<file path="config.mk">
export PLATFORM = sky130hd
export DESIGN_NAME = digit_scan_driver
export DESIGN_NICKNAME = d
export VERILOG_FILES = /design/src/rtl/digit_scan_pkg.sv /design/src/rtl/digit_scan_prescaler.sv /design/src/rtl/digit_scan_driver.sv
export SDC_FILE = /design/constraint.sdc
export NUM_CORES = 1
export LEC_CHECK = 0
export BUFFER_PORTS_ARGS = -buffer_cell sky130_fd_sc_hd__buf_2
export CAP_MARGIN = 20
export CORE_MARGIN = 4
export CORE_UTILIZATION = 45
export DETAILED_ROUTE_END_ITERATION = 10
export HOLD_SLACK_MARGIN = 0.12
export PLACE_DENSITY = 0.73
export SLEW_MARGIN = 20
export SYNTH_ARGS = -nofsm -noshare
export SYNTH_HDL_FRONTEND = slang
export SYNTH_SLANG_ARGS = --single-unit
</file>
<file path="constraint.sdc">
create_clock -name clk -period 3.2 [get_ports clk]
set_input_delay 0.48 -clock clk [delete_from_list [all_inputs] [get_ports clk]]
set_output_delay 0.48 -clock clk [all_outputs]
set_load 0.05 [all_outputs]
</file>
<file path="src/rtl/digit_scan_pkg.sv">
// Shared types, defaults and the board select-code mapping for the digit scan driver.
package digit_scan_pkg;

  typedef logic [3:0] bcd_t;

  localparam bcd_t BCD_ZERO = 4'd0;

  localparam int DEF_NUM_DIGITS = 4;
  localparam int DEF_DIV        = 1000;
  localparam int DEF_GUARD      = 2;
  localparam int DEF_SEL_W      = 3;
  localparam int DEF_SEL_SKIP   = 2;

  // The board has no digit wired at code SEL_SKIP (colon), so later slots shift up by one.
  function automatic int unsigned sel_code(input int unsigned idx, input int unsigned skip);
    return (idx >= skip) ? idx + 1 : idx;
  endfunction

endpackage

</file>
<file path="src/rtl/digit_scan_prescaler.sv">
// Slot prescaler: counts 0..DIV-1, flags the last cycle of a slot and the guard window of the next cycle.
module digit_scan_prescaler
  import digit_scan_pkg::*;
#(
  parameter int DIV   = DEF_DIV,
  parameter int GUARD = DEF_GUARD,
  parameter int PRE_W = $clog2(DIV)
) (
  input  logic             clk,
  input  logic             reset,
  output logic             o_tick,
  output logic [PRE_W-1:0] o_pre_nxt,
  output logic             o_guard_nxt
);

  localparam logic [PRE_W-1:0] LAST_PRE = PRE_W'(DIV - 1);

  logic [PRE_W-1:0] r_pre;

  assign o_tick      = (r_pre == LAST_PRE);
  assign o_pre_nxt   = o_tick ? '0 : r_pre + 1'b1;
  assign o_guard_nxt = (o_pre_nxt < PRE_W'(GUARD));

  always_ff @(posedge clk) begin
    if (reset) r_pre <= '0;
    else       r_pre <= o_pre_nxt;
  end

endmodule

</file>
<file path="src/rtl/digit_scan_driver.sv">
// Time-multiplexed N-digit 7-segment scan driver with load/ack handshake and leading-zero blanking.
// Optional macro DIGIT_SCAN_BRIGHT_EN adds a 4-bit brightness input that shortens the lit window.
module digit_scan_driver
  import digit_scan_pkg::*;
#(
  parameter int NUM_DIGITS = DEF_NUM_DIGITS,
  parameter int DIV        = DEF_DIV,
  parameter int GUARD      = DEF_GUARD,
  parameter int SEL_W      = DEF_SEL_W,
  parameter int SEL_SKIP   = DEF_SEL_SKIP
) (
  input  logic                    clk,
  input  logic                    reset,
  input  logic [4*NUM_DIGITS-1:0] digits_in,
  input  logic                    load,
  output logic                    load_ack,
  input  logic                    blank_lz,
`ifdef DIGIT_SCAN_BRIGHT_EN
  input  logic [3:0]              brightness,
`endif
  output logic [SEL_W-1:0]        digit_select,
  output bcd_t                    digit_value,
  output logic                    seg_en,
  output logic                    frame_done
);

  localparam int PRE_W = $clog2(DIV);
  localparam int IDX_W = (NUM_DIGITS > 1) ? $clog2(NUM_DIGITS) : 1;
  localparam logic [IDX_W-1:0] LAST_IDX = IDX_W'(NUM_DIGITS - 1);
  localparam logic [PRE_W-1:0] LAST_PRE = PRE_W'(DIV - 1);

  logic                    w_tick;
  logic                    w_guard_nxt;
  logic [PRE_W-1:0]        w_pre_nxt;
  logic [IDX_W-1:0]        r_idx;
  logic [IDX_W-1:0]        w_idx_nxt;
  logic [4*NUM_DIGITS-1:0] r_disp;
  logic [4*NUM_DIGITS-1:0] r_pend;
  logic [4*NUM_DIGITS-1:0] w_disp_nxt;
  logic                    r_pend_v;
  logic                    w_bound;
  logic                    w_dim_ok;
  bcd_t                    w_dig [NUM_DIGITS];
  logic [NUM_DIGITS-1:0]   w_lzb;

  digit_scan_prescaler #(
    .DIV   (DIV),
    .GUARD (GUARD),
    .PRE_W (PRE_W)
  ) u_pre (
    .clk         (clk),
    .reset       (reset),
    .o_tick      (w_tick),
    .o_pre_nxt   (w_pre_nxt),
    .o_guard_nxt (w_guard_nxt)
  );

  // A load coinciding with the frame boundary bypasses pend and wins over an older pending value.
  always_comb begin
    w_bound    = w_tick && (r_idx == LAST_IDX);
    w_idx_nxt  = r_idx;
    w_disp_nxt = r_disp;
    if (w_tick) w_idx_nxt = (r_idx == LAST_IDX) ? '0 : r_idx + 1'b1;
    if (w_bound) begin
      if (load)          w_disp_nxt = digits_in;
      else if (r_pend_v) w_disp_nxt = r_pend;
    end
  end

  always_comb begin : blanking
    logic w_zrun;
    w_zrun = blank_lz;
    for (int i = 0; i < NUM_DIGITS; i++) begin
      w_dig[i] = w_disp_nxt[4*(NUM_DIGITS-1-i) +: 4];
      w_zrun   = w_zrun && (w_dig[i] == BCD_ZERO);
      w_lzb[i] = w_zrun && (i != NUM_DIGITS - 1);
    end
  end

`ifdef DIGIT_SCAN_BRIGHT_EN
  logic [3:0] r_bright;
  logic [3:0] w_bright_nxt;

  always_comb begin
    w_bright_nxt = w_bound ? brightness : r_bright;
    w_dim_ok     = (int'(w_pre_nxt) - GUARD) < (((DIV - GUARD) * int'(w_bright_nxt)) / 16);
  end

  always_ff @(posedge clk) begin
    if (reset) r_bright <= 4'hF;
    else       r_bright <= w_bright_nxt;
  end
`else
  assign w_dim_ok = 1'b1;
`endif

  always_ff @(posedge clk) begin
    if (reset) begin
      r_idx    <= '0;
      r_disp   <= '0;
      r_pend_v <= 1'b0;
    end else begin
      r_idx  <= w_idx_nxt;
      r_disp <= w_disp_nxt;
      if (w_bound)   r_pend_v <= 1'b0;
      else if (load) r_pend_v <= 1'b1;
    end
  end

  always_ff @(posedge clk) begin
    if (load && !w_bound) r_pend <= digits_in;
  end

  // Outputs are computed from next-state so each registered value matches the idx/pre it is shown with.
  always_ff @(posedge clk) begin
    if (reset) begin
      digit_select <= SEL_W'(sel_code(0, SEL_SKIP));
      digit_value  <= BCD_ZERO;
      seg_en       <= 1'b0;
      load_ack     <= 1'b0;
      frame_done   <= 1'b0;
    end else begin
      digit_select <= SEL_W'(sel_code(int'(w_idx_nxt), SEL_SKIP));
      digit_value  <= w_dig[w_idx_nxt];
      seg_en       <= !w_guard_nxt && !w_lzb[w_idx_nxt] && w_dim_ok;
      load_ack     <= w_bound && (load || r_pend_v);
      frame_done   <= (w_pre_nxt == LAST_PRE) && (w_idx_nxt == LAST_IDX);
    end
  end

endmodule
</file>
# Word level (Yosys, flattened, before mapping)
# Index checks and enable logic that the tools add are counted.
dict set report word_totals {
  mem_count 0
  romBits 0
  register_bits 55
  ram_bits 0
  input_bits 20
  latchBits 0
  output_inout_bits 10
  word_cells 53
}
dict set report classes {
  n_mul 0
  n_shift 0
  order_cmp 4
  n_eq_ne 4
  bitwise 2
  add_sub_neg 3
  n_mux 12
  div 0
  n_reduce_logical 17
}
# op count
set op_table {}
lappend op_table {{$mux W16} 3}
lappend op_table {{$eq A10 B10 Y1 const B} 2}
lappend op_table {{$logic_not A4 Y1} 3}
lappend op_table {{$add A10 B1 Y10 const B} 1}
lappend op_table {{$lt A10 B2 Y1 const B} 1}
lappend op_table {{$mux W10} 1}
lappend op_table {{$bmux W4 S2} 1}
lappend op_table {{$logic_and A1 B1 Y1} 8}
lappend op_table {{$mux W4} 2}
lappend op_table {{$mux W2} 3}
lappend op_table {{$eq A2 B2 Y1 const B} 2}
lappend op_table {{$reduce_or A2 Y1} 2}
lappend op_table {{$add A2 B1 Y3 const B} 1}
lappend op_table {{$ge A3 B3 Y1 const B} 1}
lappend op_table {{$logic_not A1 Y1} 3}
lappend op_table {{$lt A2 B3 Y1 const B} 1}
lappend op_table {{$not A2 Y3} 1}
lappend op_table {{$add A2 B1 Y2 const B} 1}
lappend op_table {{$bmux W1 S2} 1}
lappend op_table {{$ge A2 B2 Y1 const B} 1}
lappend op_table {{$logic_or A1 B1 Y1} 1}
lappend op_table {{$mux W1} 1}
lappend op_table {{$not A1 Y1} 1}

# Longest topological paths before layout
# Gate-level depths: netlist (run 1).
dict set report logic_depth {
  ltp_word 11
  depth_mapped 10
  ltp_nobuf 8
}

# Hierarchy
# Synthesis (run 1) repeated with hierarchy kept, for this count alone.
dict set report hier_totals {
  cells_unflattened 266
  area_unflattened_um2 2642.5
}
# module n_inst cells_per_inst seq_area_each_um2 area_each_um2
set modules_own_cells {}
lappend modules_own_cells {digit_scan_driver 1 200 1061.0 2054.5}
lappend modules_own_cells {digit_scan_prescaler 1 66 200.2 588.1}

# Worst setup path before layout (run 1)
# OpenSTA, ideal clock, no wires.
dict set report synth_timing {
  kind {flip-flop to flip-flop}
  start {reg u_pre.r_pre[0]}
  end {reg seg_en}
  setup_time_ns 0.122
  arrival_ns 2.408
  n_path_buf 1
  period_less_slack_ns 2.530
  stages_incl_launch_ff 10
  setup_slack_ns 0.670
  cell_sequence {dfxtp_1 -> ha_1 -> clkbuf_1 -> nand4_1 -> nor3_1 -> mux2i_2 -> inv_2 -> a21oi_1 -> a21oi_1 -> o32a_1}
}
# item line
set synth_lines {}
lappend synth_lines {{start: declaration} digit_scan_prescaler.sv:18} ;# logic [PRE_W-1:0] r_pre;
lappend synth_lines {{start signal: assignment} digit_scan_prescaler.sv:26} ;# else r_pre <= o_pre_nxt;
lappend synth_lines {{$eq A10 B10 Y1} digit_scan_prescaler.sv:20} ;# assign o_tick = (r_pre == LAST_PRE);
lappend synth_lines {{$mux W2} digit_scan_driver.sv:63} ;# if (w_tick) w_idx_nxt = (r_idx == LAST_IDX) ? '0 : r_idx + 1'b1;
lappend synth_lines {{named net w_idx_nxt[0]} digit_scan_driver.sv:36} ;# logic [IDX_W-1:0] w_idx_nxt;
lappend synth_lines {{$bmux W1 S2} digit_scan_driver.sv:125} ;# seg_en <= !w_guard_nxt && !w_lzb[w_idx_nxt] && w_dim_ok;
lappend synth_lines {{$mux W1 (not written as such)} digit_scan_driver.sv:125}
lappend synth_lines {{$logic_not A1 Y1} digit_scan_driver.sv:125}
lappend synth_lines {{$logic_and A1 B1 Y1} digit_scan_driver.sv:125}
lappend synth_lines {{end signal: assignment} digit_scan_driver.sv:125}
lappend synth_lines {{end: declaration} digit_scan_driver.sv:23} ;# output logic seg_en,
# The timed path passes the listed nets, and every way through them passes these cells. The select of a mux whose other input is x is not followed.
# A chain may end at the register's enable or synchronous reset.

# Worst setup path after layout (run 1)
dict set report layout_timing {
  start {reg u_pre.r_pre[0]}
  end {reg seg_en}
}
dict set report layout_between {
  elab_chain_len 11
}
# item line
set layout_lines {}
lappend layout_lines {{branches (longest 10 deep; another with $add A10 B1 Y10)} --}
lappend layout_lines {{$logic_and A1 B1 Y1 (*)} digit_scan_driver.sv:125}
# Every way passes the cells marked *. The select of a mux whose other input is x is not followed.

==> impl_results.md, run 1 <==
* Proportion of layout cells with a drive suffix above 1 at 17.7%
* Final Util at 52.7%
* Top sig layer: met4
* Yosys reg bits at 55
* Synth warn at 0
* Max_cap viols at 0
* Met3 routed WL at 270 microns
* Diodes inserted at 0
* Asr flop ratio synth at 0%
* Synth Cell Area at 2470 sq um
* Post-CTS Resized at 0
* Max Slew Vio Count at 0
* Ports at 30
* Critical-path maximum fanout at 16
* Pre-antenna DRT Iters at 5
* Net count, final at 294
* Die width at 82.1 microns
* Post-DP HPWL at 3.78 mm
* Mapped Cells at 248
* Row Count at 26
* Area leader, netlist: dfxtp_1
* Post-synth top area share at 31.6%
* Hold Fails Final Rpt at 0
* First-pass GRT wire length at 8.27 mm
* Via/cell ratio at 5.67
* Core outline area at 5200 sq um
* Synth Net Count at 272
* Maximum VDD drop at 0.000342 V
* Routed len/inst at 15.2 microns
* Worst Tran Pin Value at 0.555 ns
* Total wire length at 5.19 mm
* Power per cell area at 454 nW/um^2
* Final min period at 2.57 ns
* Distinct cells, synth at 43
* Overall Global Routing Usage at 16.3%
* TNS Setup at 0 ns
* Die Y at 82.1 microns
* Dominant synthesized flop cell: dfxtp_1
* Crit path capture type: register
* Cts bufs inserted at 5
* Final setup fails at 0
* Area delta synth->final at 11.0%
* Peak per-stage delay on the critical path at 0.68 ns
* Crit path max-delay family: simple AND/OR/NAND/NOR gates
* Root Driver: clkbuf_8
* Setup bufs post-CTS at 0
* Buf/Inv on CP at 0
* Remaining Overflow, GRT at 0
* Max frequency at 0.390 GHz
* Most used cell, CP: a21oi_1
* Initial antenna violation count at 0
* Crit path kind: reg -> reg
* Die Area at 6730 sq um
* Initial DRC count at 139
* Reg2reg setup slack at 0.63 ns
* RSZ-0062 raised after global routing: false
* Clk_skew at 0.00816 ns
* Residual DRC at 0
* Gpl congestion at 0.850
* Port Buffers at 29
* Post-synthesis sequential area ratio at 51.1%
* Synth area leaders: dfxtp_1, edfxtp_1, nor2_1
* Hold-fix buffer count after cts at 0
* Commonest non-fill, non-tap cell in the layout: dfxtp_1
* Sink Count at 55
* Initial core utilization at 47.4%
* H-tree levels at 2
* Via Count at 1934
* Status: finished clean
* Worst Setup Start Kind: register
* CP cell instances: ha_1, nand4_1, or4_4, a22o_1, a21oi_1, a21oi_1, o32a_1
* WP data required at 3.42 ns
* Tcrit/Tclk final at 80.2%
* Slew headroom at 63.0%
* Longest Clk Path Bufs at 2
* Leak pwr at 1.04 nW
* CTS tree: yes
* Worst skew pair latency at 0.31 ns
* Post-synthesis average cell area at 9.95 sq um
* Worst Hold Class: in -> reg
* Vias in the first global route at 1797
* M1 WL at 2.42 mm
* CP arrival at 2.78 ns
* Routed Antenna Nets at 0
* Commonest non-fill, non-tap cells in the layout: dfxtp_1, nor2_1, buf_2, edfxtp_1, a22o_1
* Slowest cell on crit path: or4_4
* Post-synth EDFFs at 16
* DR WL met2 at 2.44 mm
* Worst-path clk slew at 0.11 ns
* Largest net degree at the start of global routing at 32
* Number of fill cells at 492
==> per-layer routing <==
metal  global-route usage, %  vias up
li1                        -      954
met1                    21.4      917
met2                    26.3       55
met3                    3.73        8
met4                    5.65        0
met5                       0        -
==> where the power goes <==
part,total [W],internal [W],leakage (nW),switching (W)
combinational,0.0000842,0.0000342,0.520,0.0000500
sequential,0.000751,0.000739,0.472,0.0000121
clock,0.000408,0.000163,0.0467,0.000245
total,0.00124,0.000936,1.04,0.000307
==> path summary, 6_finish.rpt <==
| path | start | to | depth (start not counted) |
|---|---|---|---|
| setup / recovery | u_pre.r_pre[0] | seg_en | 7 |
| hold / removal | digits_in[13] | r_pend[13] | 1 |
| setup reg to reg | u_pre.r_pre[0] | seg_en | 7 |
| hold reg to reg | u_pre.r_pre[0] | u_pre.r_pre[0] | 1 |
==> final cells by class <==
cell class | instances | area [sq um] | share of cell area [%]
well taps | 70 | 87.6 | 3.19
flip-flops and latches | 55 | 1260 | 46.0
clock buffers | 5 | 68.8 | 2.51
repair buffers | 33 | 175 | 6.39
clock inverters | 3 | 27.5 | 1.00
inverters | 7 | 26.3 | 0.958
multi-input cells | 168 | 1090 | 39.9
==> cell usage after synthesis (all sizes together) (3+ instances only) <==
library cell / instances
xnor2: 5
a31oi: 3
ha: 4
nor2b: 3
a32o: 5
a22oi: 14
nand2: 14
a22o: 15
mux2i: 8
dfxtp: 39
or4: 3
o21ai: 9
inv: 7
xor2: 3
nand3: 7
clkbuf: 13
buf: 5
a21oi: 7
edfxtp: 16
nor4: 5
nor2: 37
nor3: 5
==> registers in the layout, indices dropped and copies added (netlist names) <==
register / flops
frame_done: 1
load_ack: 1
r_idx: 2
r_pend: 16
digit_value: 4
r_pend_v: 1
u_pre.r_pre: 10
seg_en: 1
r_disp: 16
digit_select: 3
==> stage by stage <==
stage	cell area (sq um)	power, W	hold slack [ns]	setup WS, ns	cells
2_1_floorplan	2470	0.000819	0.437	0.670	248
3_3_place_gp	2650	0.000850	0.455	0.741	333
3_5_place_dp	2650	0.000851	0.464	0.697	333
4_1_cts	2740	0.00125	0.347	0.671	341
5_1_grt	2740	0.00129	0.333	0.502	341
6_report	2740	0.00124	0.352	0.634	341
==> worst reg2reg max path, cell delays in order (launching register included) <==
cell,delay [ns]
dfxtp_1,0.40
ha_1,0.30
nand4_1,0.28
or4_4,0.68
a22o_1,0.25
a21oi_1,0.15
a21oi_1,0.07
o32a_1,0.34
==> kinds of logic after synthesis <==
group / synth area share [%]
compound gates: 17.9
xor+xnor: 2.84
fa+ha+maj: 2.03
buf+inv: 4.56
flops: 51.1
mux: 4.31
simple gates: 17.2
No activity file was read; power rests on OpenSTA's default activity.
==> run 2, diff against run 1 <==
Settings changed: ABC_AREA from default to 1, PLACE_DENSITY 0.73 to 0.75.
Clock period 3.2 ns to 2.2 ns, I/O delays scaled along.
==> impl_results.md, run 2 <==
* Crit path capture type: register
* Status: finished clean
* Worst setup margin at 0.225 ns (-0.409 ns)
* Die Area at 7320 sq um (+8.6%)
* Residual DRC at 0 (unchanged)
* Post-synthesis average cell area at 7.49 sq um (-25%)
* Met3 Track Usage GR at 4.51% (+0.79 points)
* Cts bufs inserted at 5 (unchanged)
* Reg-to-reg endpoint: frame_done
* Largest family of logic cells by synthesized area: simple AND/OR/NAND/NOR gates
* Reg2Reg Depth at 14 (+7)
* Proportion of layout cells with a drive suffix above 1 at 20.9% (+3.2 points)
* Worst Setup Start Kind: register
* Initial antenna violation count at 0 (unchanged)
* Post-synth EDFFs at 16 (unchanged)
* Final min period at 1.98 ns (-0.591 ns)
* Sink Count at 55 (unchanged)
* Synth area leaders: dfxtp_1, edfxtp_1, nand2_1
* Asr flop ratio synth at 0% (unchanged)
* Worst setup path endpoint: frame_done
* Port Buffers at 29 (unchanged)
* Top cells by count, synth: nand2_1, nor2_1, dfxtp_1, inv_1, a21oi_1
* Post-synthesis adder-cell area fraction at 1.85% (-0.18 points)
* Worst-path clk slew at 0.10 ns (about the same)
* Maximum VDD drop at 0.000447 V (+31%)
* CTS tree: yes
* Leak pwr at 1.40 nW (+35%)
* Final setup fails at 0 (unchanged)
* Simple-Gate Fraction of Synth Area at 35.2% (+18 points)
* Synth Net Count at 385 (+42%)
* Core outline area at 5680 sq um (+9.0%)
* Clk_skew at 0.00975 ns (+0.00159 ns)
* Final Util at 54.0% (+1.3 points)
* Via Count at 2392 (+24%)
* Worst Tran Pin Value at 0.707 ns (+0.152 ns)
* Pre-antenna DRT Iters at 4 (-1)
* WP data required at 2.44 ns (-0.98 ns)
* Crit path kind: reg -> reg
* Reg2reg setup slack at 0.22 ns (-0.41 ns)
* Area leader, netlist: dfxtp_1
* Mapped Cells at 361 (+46%)
* Net count, final at 420 (+43%)
* Worst skew pair latency at 0.31 ns (about the same)
* Hold-fix buffer count after cts at 0 (unchanged)
* Synth warn at 0 (unchanged)
* Initial DRC count at 143 (+2.9%)
* GR peak layer: met2
* Peak per-stage delay on the critical path at 0.38 ns (-0.30 ns)
* Tcrit/Tclk final at 89.8% (+9.6 points)
* Initial core utilization at 47.7% (+0.24 points)
* TNS Setup at 0 ns (unchanged)
* Top flop regs: r_disp: 16 flops, r_pend: 16 flops, u_pre.r_pre: 10 flops
* Dominant synthesized flop cell: dfxtp_1
* Longest Clk Path Bufs at 2 (unchanged)
* Die Y at 85.5 microns (+4.2%)
* Most used cell, CP: nand2_2
* Commonest non-fill, non-tap cell in the layout: nand2_1
* Critical-path maximum fanout at 4 (-12)
* Worst reg2reg path startpoint: u_pre.r_pre[0]
* Number of fill cells at 529 (+7.5%)
* First-pass GRT wire length at 10.6 mm (+28%)
* Post-synthesis sequential area ratio at 46.6% (-4.5 points)
* Slowest cell on crit path: dfxtp_4
* Largest net degree at the start of global routing at 24 (-25%)
* Synth Cell Area at 2710 sq um (+9.6%)
* Xor/xnor share of the synthesized area at 0% (-2.8 points)
* Root Driver: clkbuf_8
* CP arrival at 2.22 ns (-0.56 ns)
* Multiplexer share of the synthesized area at 0.370% (-3.9 points)
* Ports at 30 (unchanged)
* Slew headroom at 52.8% (-10 points)
* Count leader, synth: nand2_1
* GR met1 Demand/Resource at 24.5% (+3.1 points)
* RSZ-0062 raised after global routing: false
* Routing usage on met2 at 28.4% (+2.1 points)
* Power per cell area at 571 nW/um^2 (+26%)
* Total wire length at 6.17 mm (+19%)
* Worst slack, placed at 0.0620 ns (-0.635 ns)
* Max frequency at 0.506 GHz (+30%)
* Worst Hold Class: in -> reg
* Area delta synth->final at 13.2%
* Yosys reg bits at 55 (unchanged)
* Distinct cells, synth at 32 (-26%)
* Remaining Overflow, GRT at 0 (unchanged)
* Routed len/inst at 13.1 microns (-14%)
* Die width at 85.5 microns (+4.2%)
* H-tree levels at 2 (unchanged)
* Gpl congestion at 0.892 (+4.9%)
* Commonest non-fill, non-tap cells in the layout: nand2_1, nor2_1, dfxtp_1, inv_1, buf_2
* Diodes inserted at 0 (unchanged)
* Row Count at 27 (+3.8%)
* Max Slew Vio Count at 0 (unchanged)
* Overall Global Routing Usage at 18.0% (+1.8 points)
* Via/cell ratio at 5.10 (-10%)
* Max_cap viols at 0 (unchanged)
* Post-DP HPWL at 4.54 mm (+20%)
* Vias in the first global route at 2267 (+26%)
* CP cell instances: ha_2, nand2_2, inv_2, nand2_2, nor2_4, nand2_2, o21ai_4, ha_2, inv_1, nor4_2, nand2_1, nor3_2, nand4_1, nor2_1
* Post-synth top area share at 28.9% (-2.8 points)
* Routed Antenna Nets at 0 (unchanged)
* Compound-gate portion of the synthesized area at 8.60% (-9.3 points)
* Hold Fails Final Rpt at 0 (unchanged)
* Critical path origin: u_pre.r_pre[0]
[run 2: cell count changes after synthesis, sizes merged, moves of 12 or more]
cell | before | now
nand2 | 14 | 130
a21oi | 7 | 20
a22o | 15 | 0
inv | 7 | 33
nand3 | 7 | 23
nor2 | 37 | 49
a22oi | 14 | 0
[run 2: power by group]
part	internal (W)	switching (W)
clock	0.000220	0.000316
combinational	0.0000456	0.0000904
sequential	0.00107	0.0000100
[run 2: cell type report]
cell class | count | area (sq um) | share of cell area (%)
Tap cell | 72 | 90.1 | 2.94
Sequential cell | 55 | 1260 | 41.3
Clock inverter | 2 | 8.76 | 0.286
Timing Repair Buffer | 40 | 228 | 7.43
Clock buffer | 6 | 72.6 | 2.37
Multi-Input combinational cell | 259 | 1260 | 41.2
Inverter | 35 | 136 | 4.45
[run 2: repair_timing]
item | CTS | global route
resized for setup | 0 | 8
setup endpoints to repair | 0 | 2
buffers inserted | 0 | 2
[run 2: cells by family (layout without fill, tap and decap cells)]
family,Yosys count,count (layout)
and+or+nand+nor,214,214
AOI/OAI and AO/OA,40,40
muxes,1,1
adders and majority gates,4,4
DFF,55,55
buffers and inverters,47,83
[run 2: how the worst min path moves through the flow]
stage	startpoint	end	cells past startpoint
6_report	digits_in[8]	r_pend[8]	1
5_1_grt	digits_in[9]	r_pend[9]	1
4_1_cts	digits_in[8]	r_pend[8]	1
3_5_place_dp	r_disp[5]	r_disp[5]	2
3_3_place_gp	u_pre.r_pre[0]	u_pre.r_pre[0]	1
2_1_floorplan	digits_in[0]	r_pend[0]	0
[run 2: stage by stage]
| step | hold slack, ns | std cells | area (sq um) | total power [W] |
|---|---|---|---|---|
| 2_1_floorplan | 0.429 | 361 | 2710 | 0.00118 |
| 3_3_place_gp | 0.472 | 459 | 2940 | 0.00123 |
| 3_5_place_dp | 0.486 | 459 | 2940 | 0.00123 |
| 4_1_cts | 0.198 | 467 | 3030 | 0.00176 |
| 5_1_grt | 0.183 | 469 | 3060 | 0.00183 |
| 6_report | 0.207 | 469 | 3060 | 0.00175 |
[run 2: per-layer routing]
layer | share of wire [%] | wire [microns]
met1 | 47 | 2900
met2 | 45 | 2790
met3 | 6.7 | 410
met4 | 1.1 | 66
met5 | 0 | 0
[run 2: worst max-delay path: cells and delay by family, from the launching register on]
kind	cells	cell delay (ns)
adders and majority gates	2	0.38
and+or+nand+nor	9	0.97
DFF	1	0.38
buffers and inverters	2	0.15
AOI/OAI and AO/OA	1	0.06
==> run 3, diff against run 2 <==
Settings changed: ABC_AREA 1 to default, PLACE_DENSITY 0.75 to 0.76.
==> impl_results.md, run 3 (synthesized netlist as in run 1, its figures left out) <==
* Slowest cell on crit path: dfxtp_2
* Hold Fails Final Rpt at 0 (unchanged)
* Max_cap viols at 0 (unchanged)
* Commonest non-fill, non-tap cells in the layout: nor2_1, dfxtp_1, buf_2, buf_4, edfxtp_1
* Die Y at 82.1 microns (-4.1%)
* Gpl congestion at 0.834 (-6.4%)
* TNS Setup at 0 ns (unchanged)
* Pre-antenna DRT Iters at 4 (unchanged)
* Port Buffers at 29 (unchanged)
* Largest net degree at the start of global routing at 32 (+33%)
* Status: finished clean
* Routing usage on met2 at 28.4% (+0.043 points)
* Row Count at 26 (-3.7%)
* Ports at 30 (unchanged)
* Worst Hold Class: in -> reg
* Worst setup path endpoint: digit_value[0]
* Longest Clk Path Bufs at 2 (unchanged)
* Initial core utilization at 47.4% (-0.24 points)
* Tcrit/Tclk final at 95.9% (+6.1 points)
* Vias in the first global route at 1944 (-14%)
* Maximum VDD drop at 0.000468 V (+4.8%)
* Routed len/inst at 15.6 microns (+18%)
* Commonest non-fill, non-tap cell in the layout: nor2_1
* Proportion of layout cells with a drive suffix above 1 at 27.1% (+6.2 points)
* GR peak layer: met2
* Reg2Reg Depth at 10 (-4)
* Residual DRC at 0 (unchanged)
* P_sw at 0.000403 W (-3.1%)
* Worst Setup Start Kind: register
* Peak per-stage delay on the critical path at 0.38 ns (about the same)
* Worst skew pair latency at 0.30 ns (about the same)
* Crit path capture type: register
* Power per cell area at 631 nW/um^2 (+10%)
* CP cell instances: ha_4, nand4_1, buf_4, nor3_2, buf_4, mux2i_2, inv_2, buf_4, mux2i_1, a32o_1
* Clk_skew at 0.00453 ns (-0.00522 ns)
* Diodes inserted at 0 (unchanged)
* Overall Global Routing Usage at 17.5% (-0.53 points)
* Clk pwr share at 34.3% (+3.7 points)
* CP arrival at 2.30 ns (+0.08 ns)
* Initial DRC count at 133 (-7.0%)
* Max Slew Vio Count at 0 (unchanged)
* Via Count at 2031 (-15%)
* Die Area at 6730 sq um (-7.9%)
* RSZ-0062 raised after global routing: false
* Worst Tran Pin Value at 0.741 ns (+0.0341 ns)
* Post-Place Cell Area at 2780 sq um (-5.6%)
* GR met1 Demand/Resource at 23.1% (-1.3 points)
* Max frequency at 0.474 GHz (-6.4%)
* Switching Share at 21.6% (-2.2 points)
* Reg-to-reg endpoint: digit_value[0]
* Number of fill cells at 461 (-13%)
* Core outline area at 5200 sq um (-8.3%)
* Worst-path clk slew at 0.09 ns (about the same)
* Met3 Track Usage GR at 4.28% (-0.24 points)
* Min-delay src: digits_in[0]
* Crit path kind: reg -> reg
* WP data required at 2.39 ns (-0.05 ns)
* Leak pwr at 1.15 nW (-18%)
* Most used cell, CP: buf_4
* Critical path origin: u_pre.r_pre[1]
* Area delta synth->final at 20.1%
* Post-DP HPWL at 4.04 mm (-11%)
* Remaining Overflow, GRT at 0 (unchanged)
* H-tree levels at 2 (unchanged)
* Sequential Power Share at 58.4% (-3.2 points)
* Slew headroom at 50.4% (-2.4 points)
* Sink Count at 55 (unchanged)
* Combinational share of power at 7.3% (-0.5 points)
* Final setup fails at 0 (unchanged)
* Worst reg2reg path startpoint: u_pre.r_pre[1]
* Final min period at 2.11 ns (+0.135 ns)
* Die width at 82.1 microns (-4.1%)
* Final instance area at 2970 sq um (-3.2%)
* Via/cell ratio at 5.63 (+10%)
* Initial antenna violation count at 0 (unchanged)
* Root Driver: clkbuf_8
* Routed Antenna Nets at 0 (unchanged)
* Worst hold slack at 0.215 ns (+0.00825 ns)
* Internal Pwr Total at 0.00147 W (+10%)
* Top flop regs: r_disp: 16 flops, r_pend: 16 flops, u_pre.r_pre: 10 flops
* Hold-fix buffer count after cts at 0 (unchanged)
* Cts bufs inserted at 5 (unchanged)
* CTS tree: yes
* Net count, final at 314 (-25%)
* Critical-path maximum fanout at 7 (+3)
* First-pass GRT wire length at 8.99 mm (-15%)
* Total wire length at 5.62 mm (-8.8%)
* Reg2reg setup slack at 0.09 ns (-0.13 ns)
==> run 3: layer usage <==
layer	wire (microns)	vias up	share of wire [%]
met1	2540	941	45
met4	89	0	1.6
met5	0	-	0
met2	2640	83	47
met3	351	11	6.2
li1	-	996	-
==> run 3: area by class of cell <==
| cell class | count | area [sq um] | share of cell area, % |
|---|---|---|---|
| Multi-Input combinational cell | 169 | 1150 | 38.8 |
| Clock inverter | 3 | 38.8 | 1.31 |
| Inverter | 7 | 26.3 | 0.886 |
| Tap cell | 70 | 87.6 | 2.95 |
| Timing Repair Buffer | 52 | 325 | 11.0 |
| Sequential cell | 55 | 1270 | 42.7 |
| Clock buffer | 5 | 68.8 | 2.32 |
==> run 3: worst min-delay path by stage <==
stage	endpoint	slack, ns	depth (start not counted)
2_1_floorplan	r_pend[0]	0.43	0
3_3_place_gp	u_pre.r_pre[0]	0.45	1
3_5_place_dp	u_pre.r_pre[0]	0.47	1
4_1_cts	r_pend[1]	0.21	1
5_1_grt	r_pend[1]	0.20	1
6_report	r_pend[0]	0.22	1
==> run 3: timing repair <==
| item | in CTS | in global routing |
|---|---|---|
| setup buffers | 0 | 5 |
| endpoints found under the setup margin | 0 | 4 |
| gates resized for setup | 0 | 10 |
==> run 3: metrics by stage <==
step	cells	power [W]	worst slack (ns)	utilization (%)
after floorplan	248	0.00120	-0.0597	-
after global placement	347	0.00125	0.0930	53.4
after detailed placement	347	0.00125	0.0296	53.4
after CTS	355	0.00188	0.0289	55.5
after global routing	361	0.00195	0.000926	57.0
final	361	0.00187	0.0904	57.0
==> run 3: power groups by stage <==
stage	clock network (W)	logic, W	registers, W
floorplan	0	0.0000799	0.00112
global placement	0	0.000133	0.00111
detailed placement	0	0.000135	0.00112
CTS	0.000656	0.000136	0.00109
global route	0.000707	0.000149	0.00109
finish	0.000641	0.000136	0.00109
==> run 3: critical path: cells and delay by family (launching register included) <==
| kind | cells | cell delay [ns] |
|---|---|---|
| flops | 1 | 0.38 |
| buf+inv | 4 | 0.59 |
| mux | 2 | 0.35 |
| simple gates | 2 | 0.29 |
| compound gates | 1 | 0.24 |
| fa+ha+maj | 1 | 0.14 |
